<file path="src/rtl/bcd_time_counter.sv">
// Time-of-day counter holding hh:mm:ss as BCD digit pairs, advanced by a 1 Hz enable.
// A SET state lets debounced push-button pulses adjust hours and minutes with seconds held at 00.
module bcd_time_counter #(
    parameter int TWELVE_HOUR = 0
) (
    input  logic       clk,
    input  logic       rst,
    input  logic       tick_1hz,
    input  logic       set_mode,
    input  logic       inc_min,
    input  logic       inc_hr,
    output logic [3:0] second_ONES,
    output logic [3:0] second_TENS,
    output logic [3:0] min_ONES,
    output logic [3:0] min_TENS,
    output logic [3:0] hr_ONES,
    output logic [3:0] hr_TENS,
    output logic       day_wrap,
    output logic       in_set
);

    localparam bit       TWELVE      = (TWELVE_HOUR != 0);
    localparam logic [3:0] HR_RST_TENS = TWELVE ? 4'd1 : 4'd0;
    localparam logic [3:0] HR_RST_ONES = TWELVE ? 4'd2 : 4'd0;

    typedef enum logic {
        ST_RUN = 1'b0,
        ST_SET = 1'b1
    } state_t;

    state_t     state_q, state_d;
    logic [3:0] sec_ones_q, sec_ones_d;
    logic [3:0] sec_tens_q, sec_tens_d;
    logic [3:0] min_ones_q, min_ones_d;
    logic [3:0] min_tens_q, min_tens_d;
    logic [3:0] hr_ones_q,  hr_ones_d;
    logic [3:0] hr_tens_q,  hr_tens_d;
    logic       day_wrap_q, day_wrap_d;
    logic       in_set_q,   in_set_d;

    // Modulo-60 BCD increment; result is {carry, tens, ones}. Illegal input restarts at 00.
    function automatic logic [8:0] inc_base60(input logic [3:0] tens, input logic [3:0] ones);
        logic [8:0] res;
        if (tens > 4'd5 || ones > 4'd9) begin
            res = {1'b0, 4'd0, 4'd0};
        end else if (ones == 4'd9) begin
            if (tens == 4'd5) begin
                res = {1'b1, 4'd0, 4'd0};
            end else begin
                res = {1'b0, tens + 4'd1, 4'd0};
            end
        end else begin
            res = {1'b0, tens, ones + 4'd1};
        end
        return res;
    endfunction

    function automatic logic hour_legal(input logic [3:0] tens, input logic [3:0] ones);
        logic ok;
        if (TWELVE) begin
            ok = (tens == 4'd0 && ones >= 4'd1 && ones <= 4'd9) ||
                 (tens == 4'd1 && ones <= 4'd2);
        end else begin
            ok = (tens <= 4'd1 && ones <= 4'd9) ||
                 (tens == 4'd2 && ones <= 4'd3);
        end
        return ok;
    endfunction

    // Hour increment; result is {day_flag, tens, ones}. The flag marks the start of a new day
    // (23->00 on a 24-hour face, 11->12 on a 12-hour face).
    function automatic logic [8:0] inc_hour(input logic [3:0] tens, input logic [3:0] ones);
        logic [8:0] res;
        if (!hour_legal(tens, ones)) begin
            res = {1'b0, HR_RST_TENS, HR_RST_ONES};
        end else if (TWELVE) begin
            if (tens == 4'd1 && ones == 4'd2) begin
                res = {1'b0, 4'd0, 4'd1};
            end else if (tens == 4'd1 && ones == 4'd1) begin
                res = {1'b1, 4'd1, 4'd2};
            end else if (ones == 4'd9) begin
                res = {1'b0, 4'd1, 4'd0};
            end else begin
                res = {1'b0, tens, ones + 4'd1};
            end
        end else begin
            if (tens == 4'd2 && ones == 4'd3) begin
                res = {1'b1, 4'd0, 4'd0};
            end else if (ones == 4'd9) begin
                res = {1'b0, tens + 4'd1, 4'd0};
            end else begin
                res = {1'b0, tens, ones + 4'd1};
            end
        end
        return res;
    endfunction

    logic [8:0] sec_inc, min_inc, hr_inc;

    assign sec_inc = inc_base60(sec_tens_q, sec_ones_q);
    assign min_inc = inc_base60(min_tens_q, min_ones_q);
    assign hr_inc  = inc_hour(hr_tens_q, hr_ones_q);

    always_comb begin
        state_d    = state_q;
        sec_ones_d = sec_ones_q;
        sec_tens_d = sec_tens_q;
        min_ones_d = min_ones_q;
        min_tens_d = min_tens_q;
        hr_ones_d  = hr_ones_q;
        hr_tens_d  = hr_tens_q;
        day_wrap_d = 1'b0;

        case (state_q)
            ST_RUN: begin
                if (set_mode) begin
                    // Entering SET clears seconds; tick and button pulses are dropped this edge.
                    state_d    = ST_SET;
                    sec_ones_d = 4'd0;
                    sec_tens_d = 4'd0;
                end else if (tick_1hz) begin
                    {sec_tens_d, sec_ones_d} = sec_inc[7:0];
                    if (sec_inc[8]) begin
                        {min_tens_d, min_ones_d} = min_inc[7:0];
                        if (min_inc[8]) begin
                            {hr_tens_d, hr_ones_d} = hr_inc[7:0];
                            day_wrap_d             = hr_inc[8];
                        end
                    end
                end
            end
            ST_SET: begin
                if (!set_mode) begin
                    state_d = ST_RUN;
                end
                sec_ones_d = 4'd0;
                sec_tens_d = 4'd0;
                if (inc_min) begin
                    {min_tens_d, min_ones_d} = min_inc[7:0];
                end
                if (inc_hr) begin
                    {hr_tens_d, hr_ones_d} = hr_inc[7:0];
                end
            end
            default: begin
                state_d = ST_RUN;
            end
        endcase

        in_set_d = (state_d == ST_SET);
    end

    always_ff @(posedge clk) begin
        if (rst) begin
            state_q    <= ST_RUN;
            sec_ones_q <= 4'd0;
            sec_tens_q <= 4'd0;
            min_ones_q <= 4'd0;
            min_tens_q <= 4'd0;
            hr_ones_q  <= HR_RST_ONES;
            hr_tens_q  <= HR_RST_TENS;
            day_wrap_q <= 1'b0;
            in_set_q   <= 1'b0;
        end else begin
            state_q    <= state_d;
            sec_ones_q <= sec_ones_d;
            sec_tens_q <= sec_tens_d;
            min_ones_q <= min_ones_d;
            min_tens_q <= min_tens_d;
            hr_ones_q  <= hr_ones_d;
            hr_tens_q  <= hr_tens_d;
            day_wrap_q <= day_wrap_d;
            in_set_q   <= in_set_d;
        end
    end

    assign second_ONES = sec_ones_q;
    assign second_TENS = sec_tens_q;
    assign min_ONES    = min_ones_q;
    assign min_TENS    = min_tens_q;
    assign hr_ONES     = hr_ones_q;
    assign hr_TENS     = hr_tens_q;
    assign day_wrap    = day_wrap_q;
    assign in_set      = in_set_q;

endmodule

</file>
<file path="config.mk">
export PLATFORM = sky130hd
export DESIGN_NAME = bcd_time_counter
export DESIGN_NICKNAME = d
export VERILOG_FILES = /design/src/rtl/bcd_time_counter.sv
export SDC_FILE = /design/constraint.sdc
export NUM_CORES = 1
export LEC_CHECK = 0
export ABC_CLOCK_PERIOD_IN_PS = 4800
export CORE_MARGIN = 3
export CORE_UTILIZATION = 45
export DETAILED_ROUTE_END_ITERATION = 7
export PLACE_DENSITY_LB_ADDON = 0.2
export SYNTH_ARGS = -nofsm -noshare
export SYNTH_HDL_FRONTEND = slang
export SYNTH_SLANG_ARGS = --single-unit
</file>
<file path="constraint.sdc">
create_clock -name clk -period 4.8 [get_ports clk]
set_input_delay 0.96 -clock clk [delete_from_list [all_inputs] [get_ports clk]]
set_output_delay 0.96 -clock clk [all_outputs]
set_load 0.005 [all_outputs]
</file>
After elaboration in Yosys (flattened, before gate mapping). Index checks and enable logic that the tools add are counted.

Add/subtract/negate cells: 6. Multipliers: 0. Divide/modulo/power cells: 0. $lt $le $gt $ge: 7. Eq/ne operators: 15. Shift-type cells: 0. Multiplexer cells: 38. Bitwise logic cells: 5. Reductions and logical operators: 10.

Operators by type and width (number): $mux W4 (22); $mux W9 (7); $pmux W4 S2 (6); $add A4 B1 Y4 const B (6); $mux W8 (2); $eq A4 B4 Y1 const B (3); $ne A2 B2 Y1 const B (6); $eq A4 B2 Y1 const B (2); $eq A4 B3 Y1 const B (2); $gt A4 B3 Y1 const B (2); $gt A4 B4 Y1 const B (2); $reduce_or A7 Y1 (1); $not A1 Y1 (5); $reduce_and A5 Y1 (1); $le A4 B1 Y1 const B (1); $le A4 B2 Y1 const B (1); $le A4 B4 Y1 const B (1); $ne A4 B4 Y1 const B (1); $reduce_and A4 Y1 (1); $logic_and A1 B1 Y1 (3); $logic_or A1 B1 Y1 (3); $ne A3 B3 Y1 const B (1); $reduce_and A2 Y1 (1); $mux W1 (1).

Register bits after elaboration: 26. Bits in latches: 0. Memory bits (writable): 0. Memory bits (read-only): 0. Input bits: 6. Output and inout port bits: 26. Word-level logic and storage cells: 89. Memories: 0.

Longest topological paths before layout.
Word-level depth: 9. Mapped depth: 7. Mapped depth without buffers: 7.

Least setup slack after synthesis. OpenSTA, ideal clock, no wires.

Kind: input to register. From: input port set_mode. To: register hr_tens_q[0] (netlist: hr_TENS[0]). Setup time: 121 ps. Data arrival time: 2105 ps. Data required time: 4679 ps. Path slack: 2574 ps. Stages: 6. Buffers on the path: 1. Path through: nor3b_1 and4_1 buf_6 a41o_2 a21oi_1 mux2_2.

Word-level cells in the longest chain between the ends: 2.

Ends and longest elaborated chain: start: declaration (line 9) `input logic set_mode,`; $ne A2 B2 Y1 (no source line); $reduce_and A5 Y1 (no source line); end signal: assignment (line 171) `hr_tens_q <= hr_tens_d;`; end: declaration (line 37) `logic [3:0] hr_tens_q, hr_tens_d;`.

No other way between the ends. A chain may end at the register's enable or synchronous reset.

Final worst setup path.
From: input port tick_1hz. To: register hr_tens_q[0] (netlist: hr_TENS[0]).

Word-level cells in the longest chain between the ends: 2.

Ends and longest elaborated chain: start: declaration (line 8) `input logic tick_1hz,`; $ne A2 B2 Y1 (no source line); $reduce_and A5 Y1 (no source line).

No other way between the ends.

==> qor_table.md <==
| Parameter | Reported |
| --- | --- |
| Run status | finished, final reports clean |
| Dominant combinational cell family by area after synthesis | simple AND/OR/NAND/NOR gates |
| Worst hold path type | flip-flop to flip-flop |
| Maximum number of pins on one net before global-route repair | 25 |
| Required time of the worst setup path | 5090 ps |
| Tot Pwr | 0.341 mW |
| Overall die area | 3880 um^2 |
| Number of levels in the clock H-tree | 1 |
| Worst hold slack across all endpoints | 526 ps |
| Number of buffer cells added on primary ports | 31 |
| Cts-stage hold buffer count | 0 |
| 1st-iter DRT viols | 131 |
| Type of the worst setup path | input port to flip-flop |
| Headroom to the max-slew limit | 0.437 |
| Post-cts sizing count | 0 |
| Post-layout minimum cycle time | 2900 ps |
| Initial antenna violation count | 0 |
| Fraction of synthesis flops using an asynchronous set or reset pin | 0 |
| Num rows | 19 |
| Post-DP Area | 1760 um^2 |
| CP arrival | 3180 ps |
| Floorplan die width | 62.3 um |
| Post-route standard cell area excluding fillers | 1780 um^2 |
| Worst clock skew | 3.43 ps |
| Final routed DRC violation total | 0 |
| TritonCTS clock tree | done |
| Number of nets at the end of the flow | 203 |
| LEAKAGE | 0.581 nW |
| Crit path launch type | input port |
| Synth area leaders | sky130_fd_sc_hd__dfxtp_1 36%, sky130_fd_sc_hd__a21oi_1 4.9%, sky130_fd_sc_hd__ha_1 3.5% |
| Summed negative setup slack over all endpoints | 0 ps |
| Synthesized area | 1430 um^2 |
| Global-route congestion overflow total | 0 |
| Routability Congestion | 0.908 |
| Post-synth top cells | 26 x sky130_fd_sc_hd__dfxtp_1, 14 x sky130_fd_sc_hd__a21oi_1, 11 x sky130_fd_sc_hd__nand2_1 |
| Flip-flop cell with the highest count after synthesis | sky130_fd_sc_hd__dfxtp_1 |
| Number of top-level design ports | 32 |
| Number of global-route vias before repair | 1248 |
| Synth Net Count | 173 |
| Total core area | 2880 um^2 |
| Post-synthesis simple-gate area fraction | 0.301 |
| Number of synthesized register bits | 26 |
| Syn Inst Count | 163 |
| M3 GR Usage | 0.0252 |
| Total length of routed wires | 3.43 mm |
| Area leader, netlist | sky130_fd_sc_hd__dfxtp_1 |
| Unrepaired setup endpoints after global routing | no |
| Number of buffers inserted during clock tree synthesis | 3 |
| Fraction of met1 tracks used by global routing | 0.223 |
| CTS max path bufs | 2 |
| Sinks on the clock net | 26 |
| DR pass1 iterations | 4 |
| Number of synthesized flops with an enable pin | 0 |
| Clock latency at the later pin of the worst-skew pair | 330 ps |
| Via count | 1389 |
| Final antenna-violating net count | 0 |
| Number of max-slew violations in the final report | 0 |
| Area share of the largest cell type after synthesis | 0.365 |
| Max rail drop VDD | 0.000105 V |
| First-pass GRT wire length | 5.75 mm |
| DR vias/cell | 5.96 |
| CTS clk-pin slew, worst paths | 140 ps |
| Endpoints failing hold | 0 |
| Transition time of the tightest slew-check pin | 841 ps |
| Layout Area Growth over Synthesis | 24.8% |
| Category of the worst setup path capture point | flip-flop |
| Sequential-to-total area share from yosys stat | 0.365 |
| Post-synthesis xor/xnor area fraction | 0.0123 |
| Die H | 62.3 um |
| Antenna fix cells | 0 |
| Most used standard cell by instance count after synthesis | sky130_fd_sc_hd__dfxtp_1 |
| Period Utilization, post-route | 0.604 |
| Clk root buf | sky130_fd_sc_hd__clkbuf_4 |
| Max-cap check violation count | 0 |
| Detailed placer's ending HPWL | 2.53 mm |
| Average footprint of a synthesized cell | 8.76 um^2 |
| Met2 track utilization from global routing | 0.302 |
| Post-synthesis compound-gate area fraction | 0.234 |
| Achievable Freq | 345 MHz |
| Share of layout cells above drive strength 1 | 0.0733 |
| Critical path peak fanout | 11 |
| Multiplexer share of the synthesized area | 0.0158 |
| Wire length per cell after detailed routing | 14.7 um |
| Fraction of the mapped netlist area in adder cells | 0.0351 |
| Starting density of the core | 0.496 |
| Number of buffers inserted to repair setup after CTS | 0 |
| Yosys cell types | 47 |
| Combined global-route utilization of all metal layers | 0.175 |
| Final count of negative-setup-slack endpoints | 0 |
| Synth warn | 0 |
| Pwr/cell area | 192 nW/um^2 |
| Busiest metal layer after global routing | met2 |
==> critical path, cell delays in order <==
cell and delay (ps):
sky130_fd_sc_hd__clkdlybuf4s50_1 660, sky130_fd_sc_hd__nor3b_1 350, sky130_fd_sc_hd__and4_1 400, sky130_fd_sc_hd__a41oi_4 180, sky130_fd_sc_hd__nor3_1 420, sky130_fd_sc_hd__mux2_2 230
==> registers in the layout, indices dropped and copies added, names as in the netlist <==
register,count
hr_ONES,4
hr_TENS,4
min_ONES,4
min_TENS,4
second_ONES,4
second_TENS,4
day_wrap,1
in_set,1
==> metal layers <==
metal,up-vias,wire length (um)
li1,677,-
met1,667,1590
met2,40,1670
met3,5,131
met4,0,45
met5,-,0
==> cells by family (layout without fill, tap and decap cells) <==
family                   count (synthesis)  count (layout)
XOR/XNOR                                 2               2
AND/OR/NAND/NOR                         70              70
buffers and inverters                   12              40
multiplexers                             2               2
flip-flops                              26              26
AO/OA/AOI/OAI                           47              47
adder cells (fa/ha/maj)                  4               4
==> report_power, final <==
group          leakage, nW  switching, mW  internal (mW)
Combinational        0.357         0.0120         0.0122
Clock               0.0138         0.0662         0.0296
Sequential           0.210        0.00378          0.218
==> placed cells by master (no fill, tap or decap), drive strengths merged, types with 4 or more instances in the layout <==
cell and count:
nor2 10, nor3b 4, o21ai 10, inv 6, a21oi 14, clkdlybuf4s50 31
or3 6, dfxtp 26, ha 4, nand2 11, nor2b 4, and4bb 4
nand3 5, nor3 8
==> final cells by class <==
class	count	area, um^2
clock buffer	3	22.5
multi-input combinational	125	853
timing repair buffer	31	310
sequential	26	520
fill	256	1090
tap	42	52.6
inverter	6	22.5
==> path summary, 6_finish.rpt <==
kind                                  start           to  slack [ps]  depth (start not counted)
worst max-delay path               tick_1hz   hr_TENS[0]        1900                          6
worst min-delay path            min_TENS[3]  min_TENS[3]         530                          1
worst max register to register   hr_TENS[0]   hr_TENS[0]        2650                          7
worst min register to register  min_TENS[3]  min_TENS[3]         530                          1
==> per-stage QoR <==
| step | cells | utilization | worst slack (ps) |
|---|---|---|---|
| 2_1_floorplan | 163 | - | 2570 |
| 3_3_place_gp | 230 | 0.612 | 1730 |
| 3_5_place_dp | 230 | 0.612 | 1590 |
| 4_1_cts | 233 | 0.619 | 1930 |
| 5_1_grt | 233 | 0.619 | 1760 |
| 6_report | 233 | 0.619 | 1900 |
Power figures use the tool's default switching activity.
